## src/rtl/alu_op_sequencer.sv

```systemverilog
// Control sequencer turning one ALU command into the timed datapath strobe
// sequence: register-out, Y load, ALU to Z, Z writeback (LO/HI for wide ops).
module alu_op_sequencer #(
  parameter int unsigned NUM_REGS    = 16,
  parameter int unsigned REG_IDX_W   = 4,
  parameter int unsigned OP_W        = 5,
  parameter int unsigned ALU_LATENCY = 1
) (
  input  logic                 Clock,
  input  logic                 clear,
  input  logic                 cmd_valid,
  output logic                 cmd_ready,
  input  logic [OP_W-1:0]      cmd_op,
  input  logic [1:0]           cmd_mode,
  input  logic [REG_IDX_W-1:0] cmd_ra,
  input  logic [REG_IDX_W-1:0] cmd_rb,
  input  logic [REG_IDX_W-1:0] cmd_rc,
  output logic [OP_W-1:0]      op,
  output logic [NUM_REGS-1:0]  reg_out,
  output logic [NUM_REGS-1:0]  reg_in,
  output logic                 Yin,
  output logic                 Zlowin,
  output logic                 Zhighin,
  output logic                 Zlowout,
  output logic                 Zhighout,
  output logic                 LOin,
  output logic                 HIin,
  output logic                 done,
  output logic                 cmd_err
);

  localparam int unsigned CNT_W = 4;
  localparam logic [CNT_W-1:0] LAT_M1 = CNT_W'(ALU_LATENCY - 1);
  localparam logic LAT_ONE = (ALU_LATENCY == 1);

  localparam logic [1:0] MODE_UNARY = 2'b01;
  localparam logic [1:0] MODE_WIDE  = 2'b10;
  localparam logic [1:0] MODE_ILL   = 2'b11;

  typedef enum logic [2:0] {
    S_IDLE,
    S_Y_LOAD,
    S_ALU,
    S_ZLO_WB,
    S_ZHI_WB
  } state_t;

  state_t                 state;
  logic [CNT_W-1:0]       cnt;
  logic [REG_IDX_W-1:0]   src_l;
  logic [REG_IDX_W-1:0]   rc_l;
  logic                   wide_l;
  logic                   cmd_reject;

  function automatic logic [NUM_REGS-1:0] onehot(input logic [REG_IDX_W-1:0] idx);
    return NUM_REGS'(1) << idx;
  endfunction

  function automatic logic idx_bad(input logic [REG_IDX_W-1:0] idx);
    return 32'(idx) >= NUM_REGS;
  endfunction

  // Ready only while idle and out of reset; state is registered so no cmd_* path.
  assign cmd_ready = (state == S_IDLE) && clear;

  // Illegal mode or any index that the mode actually uses is out of range.
  always_comb begin
    cmd_reject = 1'b0;
    if (cmd_mode == MODE_ILL) cmd_reject = 1'b1;
    if (idx_bad(cmd_ra)) cmd_reject = 1'b1;
    if ((cmd_mode != MODE_UNARY) && idx_bad(cmd_rb)) cmd_reject = 1'b1;
    if ((cmd_mode != MODE_WIDE) && idx_bad(cmd_rc)) cmd_reject = 1'b1;
  end

  // Sequencer FSM; every strobe is registered and computed for the state being entered.
  always_ff @(posedge Clock or negedge clear) begin
    if (!clear) begin
      state    <= S_IDLE;
      cnt      <= '0;
      src_l    <= '0;
      rc_l     <= '0;
      wide_l   <= 1'b0;
      op       <= '0;
      reg_out  <= '0;
      reg_in   <= '0;
      Yin      <= 1'b0;
      Zlowin   <= 1'b0;
      Zhighin  <= 1'b0;
      Zlowout  <= 1'b0;
      Zhighout <= 1'b0;
      LOin     <= 1'b0;
      HIin     <= 1'b0;
      done     <= 1'b0;
      cmd_err  <= 1'b0;
    end else begin
      reg_out  <= '0;
      reg_in   <= '0;
      Yin      <= 1'b0;
      Zlowin   <= 1'b0;
      Zhighin  <= 1'b0;
      Zlowout  <= 1'b0;
      Zhighout <= 1'b0;
      LOin     <= 1'b0;
      HIin     <= 1'b0;
      done     <= 1'b0;
      cmd_err  <= 1'b0;
      case (state)
        S_IDLE: begin
          if (cmd_valid) begin
            if (cmd_reject) begin
              cmd_err <= 1'b1;
            end else begin
              op      <= cmd_op;
              rc_l    <= cmd_rc;
              wide_l  <= (cmd_mode == MODE_WIDE);
              src_l   <= (cmd_mode == MODE_UNARY) ? cmd_ra : cmd_rb;
              reg_out <= onehot(cmd_ra);
              if (cmd_mode == MODE_UNARY) begin
                // Unary skips the Y load; ra feeds the ALU directly.
                state  <= S_ALU;
                cnt    <= LAT_M1;
                Zlowin <= LAT_ONE;
              end else begin
                state <= S_Y_LOAD;
                Yin   <= 1'b1;
              end
            end
          end
        end
        S_Y_LOAD: begin
          state   <= S_ALU;
          cnt     <= LAT_M1;
          reg_out <= onehot(src_l);
          Zlowin  <= LAT_ONE;
          Zhighin <= LAT_ONE && wide_l;
        end
        S_ALU: begin
          if (cnt == '0) begin
            state   <= S_ZLO_WB;
            Zlowout <= 1'b1;
            if (wide_l) begin
              LOin <= 1'b1;
            end else begin
              reg_in <= onehot(rc_l);
              done   <= 1'b1;
            end
          end else begin
            cnt     <= cnt - CNT_W'(1);
            reg_out <= onehot(src_l);
            if (cnt == CNT_W'(1)) begin
              Zlowin  <= 1'b1;
              Zhighin <= wide_l;
            end
          end
        end
        S_ZLO_WB: begin
          if (wide_l) begin
            state    <= S_ZHI_WB;
            Zhighout <= 1'b1;
            HIin     <= 1'b1;
            done     <= 1'b1;
          end else begin
            state <= S_IDLE;
          end
        end
        S_ZHI_WB: state <= S_IDLE;
        default:  state <= S_IDLE;
      endcase
    end
  end

endmodule

```

## config.mk

```make
export PLATFORM = sky130hd
export DESIGN_NAME = alu_op_sequencer
export DESIGN_NICKNAME = d
export VERILOG_FILES = /design/src/rtl/alu_op_sequencer.sv
export SDC_FILE = /design/constraint.sdc
export NUM_CORES = 1
export LEC_CHECK = 0
export BUFFER_PORTS_ARGS = -buffer_cell sky130_fd_sc_hd__buf_2
export CORE_AREA = 2 2 86 88
export DETAILED_ROUTE_END_ITERATION = 16
export DIE_AREA = 0 0 88 90
export GPL_ROUTABILITY_DRIVEN = 0
export GPL_TIMING_DRIVEN = 0
export PLACE_DENSITY = 0.69
export SYNTH_ARGS = -nofsm -noshare
export SYNTH_HDL_FRONTEND = slang
export SYNTH_SLANG_ARGS = --single-unit
```

## constraint.sdc

```tcl
create_clock -name Clock -period 4.8 [get_ports Clock]
set_clock_uncertainty 0.1 [all_clocks]
set_input_delay 0.48 -clock Clock [delete_from_list [all_inputs] [get_ports Clock]]
set_output_delay 0.48 -clock Clock [all_outputs]
set_load 0.03 [all_outputs]
```

==> results_dict.tcl, run 1 <==
set metrics [dict create \
    max-cap-violations 0 \
    die_y_um 90 \
    io_buffer_count 68 \
    yosysSeqAreaShare 0.5706 \
    finalSetupTns_ns 0 \
    dieArea_um2 7920 \
    syn_nets 260 \
    cts_tree "done" \
    drcViolationCount 0 \
    synth.distinct_cells 44 \
    row_count 31 \
    num_vias 2006 \
    die_x_um 88 \
    power.total_mw 1.936 \
    dp_hpwl_um 4046 \
    p_per_area_nw_per_um2 582.3 \
    first_pass_iters 4 \
    clock_latency_ns 0.35 \
    synth-seq-cells 61 \
    final_cell_area_um2 3324 \
    max_stage_delay_ns 0.57 \
    antennaDiodeCount 0 \
    layout_setup_ws_ns 2.570 \
    postCtsSetupRepairBufs 0 \
    place_area_um2 3139 \
    area_growth_pct 24.28 \
    max_freq_mhz 448.5 \
    worst_pin_slew_ns 0.7547 \
    dpl_worst_slack_ns 2.052 \
    initial_core_util 0.3810 \
    grt_first_pass_wirelength_um 9653 \
    grt_max_degree 63 \
    synth_area_um2 2675 \
    core-area_um2 7020 \
    cts_made_buffers 9 \
    nFillCells 685 \
    wirelength_um 5722 \
    detail-route-antenna-nets 0 \
    final_util 0.4735 \
    period_share 0.4645 \
    hold_class "in -> async" \
    clk_pin_slew_ns 0.08 \
    grt.total_usage 0.1592 \
    critPathKind "in -> out" \
    cts_resized 0 \
    cts_hold_buffers 0 \
    cts.sinks 61 \
    htree_levels 3 \
    period_minus_slack_ns 2.230 \
    grt_pass1_vias 1953 \
    drtIter0Drc 110 \
    crit_slowest_cell "buf_4" \
    required_ns 4.22 \
    rsz0062_at_grt "false" \
    cts_buffer_depth 2 \
    yosysWarnings 0 \
    ir_drop_mv 0.1754 \
    status "finished clean" \
    cp_cell_sequence "buf_4 -> nor4b_1 -> buf_2" \
    io_pins 69 \
    synthCells 235 \
    root_buffer "clkbuf_8" \
    wire_per_inst_um 13.69 \
    setup-violations-final 0 \
    hold_viol 0 \
    viasPerCell 4.799 \
    cp_data_arrival_time_ns 1.65 \
    nets 339 \
    grt_remaining_overflow 0 \
    drive_gt1_frac 0.3354 \
    syn_area_per_cell_um2 11.38 \
    p_leak_nw 1.637 \
    antenna_found_initial 0 \
    drv_slew 0 \
    crit_fanout 62 \
    critPathLaunchType "input pin" \
    relSlewSlack 0.4968 \
    cp-end-kind "output port" \
]
[state kept, by name, indices dropped and copies added, names as in the netlist]
name     count
done         1
Yin          1
reg_in      16
HIin         1
Zlowin       1
op           5
cnt          4
wide_l       1
reg_out     16
state        3
LOin         1
Zlowout      1
rc_l         4
cmd_err      1
Zhighin      1
src_l        4
[cell usage in the layout (no fill, tap or decap), types with 2 or more instances in the layout]
cell,n
mux2i_1,2
nand4bb_1,2
nand4b_1,2
o22ai_1,12
ha_1,3
nor2b_1,3
and2_1,3
nor4b_1,2
nor2_1,26
clkinv_2,2
nand3b_1,3
inv_6,3
nand4_1,6
o31ai_1,4
or2_2,2
or3_1,12
o21ai_0,4
buf_2,71
nand2_1,7
nand2b_1,16
clkbuf_8,10
a21o_1,3
a21oi_1,3
or4_1,4
inv_1,5
a211oi_1,5
nor3_1,10
nand3_1,3
mux2_2,8
dfrtp_1,61
buf_4,2
clkbuf_1,3
buf_6,2
[Yosys cell counts]
| cell type | instances | area [um^2] |
|---|---|---|
| nor3b_1 | 1 | 7.510 |
| or3_1 | 12 | 75.07 |
| nor2_1 | 26 | 97.59 |
| o211ai_1 | 1 | 7.510 |
| nor4b_4 | 1 | 23.77 |
| nand3_1 | 3 | 15.01 |
| o22a_1 | 1 | 8.760 |
| a21o_1 | 3 | 22.52 |
| a311o_1 | 1 | 10.01 |
| a211oi_1 | 5 | 37.54 |
| o21a_1 | 1 | 7.510 |
| nand2_4 | 1 | 11.26 |
| nand3b_1 | 3 | 22.52 |
| nor4_1 | 1 | 6.260 |
| mux2_4 | 1 | 15.01 |
| buf_6 | 2 | 22.52 |
| or4_1 | 4 | 30.03 |
| buf_2 | 4 | 20.02 |
| o22ai_1 | 12 | 75.07 |
| nor4b_1 | 2 | 17.52 |
| nor3_1 | 10 | 50.05 |
| nand2_1 | 7 | 26.28 |
| nor4bb_1 | 1 | 10.01 |
| nor3b_4 | 1 | 18.77 |
| buf_4 | 1 | 7.510 |
| a21oi_1 | 3 | 15.01 |
| and3_1 | 1 | 6.260 |
| or2_2 | 2 | 12.51 |
| nor2b_1 | 3 | 18.77 |
| mux2_2 | 8 | 90.09 |
| clkbuf_1 | 3 | 11.26 |
| nand4b_1 | 2 | 17.52 |
| nor3b_2 | 1 | 12.51 |
| mux2i_1 | 2 | 20.02 |
| or4b_4 | 1 | 13.76 |
| o21ai_0 | 4 | 20.02 |
| o31ai_1 | 4 | 30.03 |
| nand2b_1 | 16 | 100.1 |
| dfrtp_1 | 61 | 1526 |
| nand4bb_1 | 2 | 22.52 |
| nand4_1 | 6 | 37.54 |
| inv_1 | 5 | 18.77 |
| and2_1 | 3 | 18.77 |
| ha_1 | 3 | 37.54 |
[path summary, 6_finish.rpt]
| path | from | endpoint | slack (ns) | cells after the start |
|---|---|---|---|---|
| setup / recovery | clear | cmd_ready | 2.57 | 3 |
| hold / removal | clear | state[1] | 0.1 | 1 |
| setup reg to reg | cnt[0] | reg_out[6] | 2.68 | 6 |
| hold reg to reg | op[1] | op[1] | 0.41 | 1 |
| max in group asynchronous | clear | state[2] | 4.00 | 1 |
| min in group Clock | cmd_op[0] | op[0] | 0.26 | 2 |
[critical path, delay by kind of cell]
family	cells	cell delay, ns
buffers and inverters	2	0.82
AND/OR/NAND/NOR	1	0.30
[logic make-up after synthesis]
kind of cell             count (synthesis)  share of synthesized area
buffers and inverters                   15                    0.02994
adder cells (fa/ha/maj)                  3                    0.01403
AO/OA/AOI/OAI                           35                    0.08747
multiplexers                            11                    0.04677
flip-flops                              61                     0.5706
AND/OR/NAND/NOR                        110                     0.2512
[where the power goes]
| part | leakage (nW) | internal (mW) | switching, mW |
|---|---|---|---|
| logic | 0.728 | 0.297 | 0.467 |
| clock network | 0.0974 | 0.206 | 0.218 |
| registers | 0.811 | 0.641 | 0.107 |
| total | 1.64 | 1.14 | 0.791 |
[routing by layer]
layer	vias up	global-route usage	share of wire
met1	938	0.2191	0.47
met2	53	0.2292	0.47
met4	0	0.06923	0.019
met3	9	0.05051	0.049
met5	-	0	0
li1	1006	-	-
[per-stage QoR]
step,instances,hold WS (ns)
after global placement,402,0.3849
after floorplan,235,0.08441
after global routing,418,0.1639
final,418,0.09674
after detailed placement,402,0.3964
after CTS,418,0.2510
[area by class of cell]
| type | count | area, um^2 | share of cell area |
|---|---|---|---|
| flip-flops and latches | 61 | 1526 | 0.4592 |
| multi-input cells | 159 | 1069 | 0.3214 |
| repair buffers | 68 | 342.8 | 0.1031 |
| clock buffers | 10 | 137.6 | 0.04140 |
| well taps | 99 | 123.9 | 0.03726 |
| plain buffers | 10 | 61.31 | 0.01844 |
| clock inverters | 6 | 45.04 | 0.01355 |
| inverters | 5 | 18.77 | 0.005645 |
No activity file was read; power rests on OpenSTA's default activity.
==> run 2: changes to the inputs <==
--- a/config.mk
+++ b/config.mk
@@ -11,7 +11,7 @@
 export DIE_AREA = 0 0 88 90
 export GPL_ROUTABILITY_DRIVEN = 0
 export GPL_TIMING_DRIVEN = 0
-export PLACE_DENSITY = 0.69
+export PLACE_DENSITY = 0.71
 export SYNTH_ARGS = -nofsm -noshare
 export SYNTH_HDL_FRONTEND = slang
 export SYNTH_SLANG_ARGS = --single-unit
==> constraint.sdc (replaced) <==
create_clock -name Clock -period 1.9 [get_ports Clock]
set_clock_uncertainty 0.1 [all_clocks]
set_input_delay 0.19 -clock Clock [delete_from_list [all_inputs] [get_ports Clock]]
set_output_delay 0.19 -clock Clock [all_outputs]
set_load 0.03 [all_outputs]
==> run 2 against run 1 <==
  * Sequential power increased to 2.5 times the previous value
  * Global-route usage increased by 0.22 points
  * Clock power increased to 2.7 times the previous value
  * Critical path type is now reg -> out
  * Via count increased by 6.2%
  * Largest power group unchanged
  * The run now ends with negative hold slack left
  * Wire length increased by 5.8%
  * Critical path depth increased by 1
==> results_dict.tcl, run 2 (synthesis results as in run 1) <==
set metrics [dict create \
    failed_checks "negative hold slack" \
    cts_buffer_depth 2 \
    crit_buf_inv 3 \
    nFillCells 648 \
    root_buffer "clkbuf_8" \
    rsz0062_at_grt "true" \
    detail-route-antenna-nets 0 \
    multi_input_area_um2 1082 \
    worst_pin_slew_ns 0.7547 \
    register_area_um2 1526 \
    wire_per_inst_um 13.98 \
    cts_tree "done" \
    max-cap-violations 0 \
    hold_class "in -> async" \
    io_pins 69 \
    crit_family "buffers and inverters" \
    reg_top3 "reg_in (16), reg_out (16), op (5)" \
    final_util 0.4974 \
    p_leak_nw 1.716 \
    wirelength_um 6055 \
    antennaDiodeCount 0 \
    cp_num_cells 4 \
    dp_hpwl_um 4099 \
    status "finished, violations left" \
    grt_pass1_vias 2060 \
    area_growth_pct 30.54 \
    final_common_cell "buf_2" \
    grt_first_pass_wirelength_um 9818 \
    ir_drop_mv 0.4215 \
    row_count 31 \
    hold_viol 61 \
    core-area_um2 7020 \
    cts_hold_buffers 9 \
    dpl_worst_slack_ns -0.2593 \
    clk_pin_slew_ns 0.07 \
    rr_endpoint "src_l[2]" \
    num_vias 2130 \
    drtIter0Drc 166 \
    layout_setup_ws_ns 0.05507 \
    cp-end-kind "output port" \
    required_ns 1.61 \
    drv_slew 0 \
    crit_slowest_cell "dfrtp_1" \
    viasPerCell 4.919 \
    timing.hold.ws_ns -0.1923 \
    cp_data_arrival_time_ns 1.55 \
    setup-violations-final 0 \
    die_y_um 90 \
    grt_max_degree 63 \
    r2r_start "state[2]" \
    antenna_found_initial 0 \
    critPathKind "reg -> out" \
    first_pass_iters 4 \
    die_x_um 88 \
    cts_made_buffers 9 \
    cp_cell_sequence "buf_6 -> buf_2 -> nor4b_2 -> buf_2" \
    relSlewSlack 0.4968 \
    crit_fanout 10 \
    period_share 0.9710 \
    io_buffer_count 68 \
    initial_core_util 0.3810 \
    drive_gt1_frac 0.3443 \
    htree_levels 3 \
    grt.total_usage 0.1614 \
    dieArea_um2 7920 \
    nets 354 \
    period_minus_slack_ns 1.845 \
    grt_remaining_overflow 0 \
    cts.sinks 61 \
    critPathLaunchType "flip-flop" \
    p_per_area_nw_per_um2 1464 \
    r2r_setup_slack_ns 0.09 \
    rr_worst_depth 5 \
    max_freq_mhz 542.0 \
    layout_common_cells "buf_2, dfrtp_1, nor2_1, nand2b_1" \
    max_stage_delay_ns 0.37 \
    crit_top_cell "buf_2" \
    drcViolationCount 0 \
    clock_latency_ns 0.34 \
]
-- run 2: final cells by class --
| cell class | count | share of cell area |
|---|---|---|
| inverters | 5 | 0.005374 |
| plain buffers | 10 | 0.01827 |
| repair buffers | 83 | 0.1369 |
| flip-flops and latches | 61 | 0.4371 |
| well taps | 99 | 0.03547 |
| clock buffers | 9 | 0.03547 |
| clock inverters | 7 | 0.02150 |
| multi-input cells | 159 | 0.3099 |
-- run 2: how the worst max path moves through the flow --
stage | start | slack (ns) | end
5_1_grt | cnt[0] | -0.03 | reg_in[4]
4_1_cts | state[2] | 0.003 | op[2]
3_3_place_gp | clear | -0.24 | cmd_ready
2_1_floorplan | cnt[0] | 0.14 | reg_out[11]
3_5_place_dp | clear | -0.26 | cmd_ready
6_report | state[2] | 0.06 | cmd_ready
-- run 2: repair_timing --
item / CTS / global route
buffers inserted: 2 / 4
pin swaps: 1 / 2
hold endpoints to repair: 70 / 61
cloned: 0 / 0
endpoints found under the setup margin: 20 / 27
gates resized for setup: 3 / 1
-- run 2: report_power, final --
part / internal [mW] / switching [mW]
clock network: 0.611 / 0.521
logic: 0.860 / 1.23
registers: 1.62 / 0.271
total: 3.09 / 2.02
-- run 2: metal layers --
metal,track usage,share of wire,vias to the layer above
met5,0,0,-
met4,0.07308,0.014,0
met3,0.04408,0.052,6
met2,0.2538,0.50,58
met1,0.2053,0.43,1026
li1,-,-,1040
-- run 2: metrics by stage --
| step | std cells | power (mW) | instance area [um^2] | setup TNS [ns] |
|---|---|---|---|---|
| after global routing | 433 | 5.444 | 3492 | -0.1001 |
| after floorplan | 235 | 3.336 | 2681 | 0 |
| final | 433 | 5.112 | 3492 | 0 |
| after CTS | 429 | 5.091 | 3460 | 0 |
| after detailed placement | 402 | 3.871 | 3146 | -1.877 |
| after global placement | 402 | 3.803 | 3146 | -1.174 |
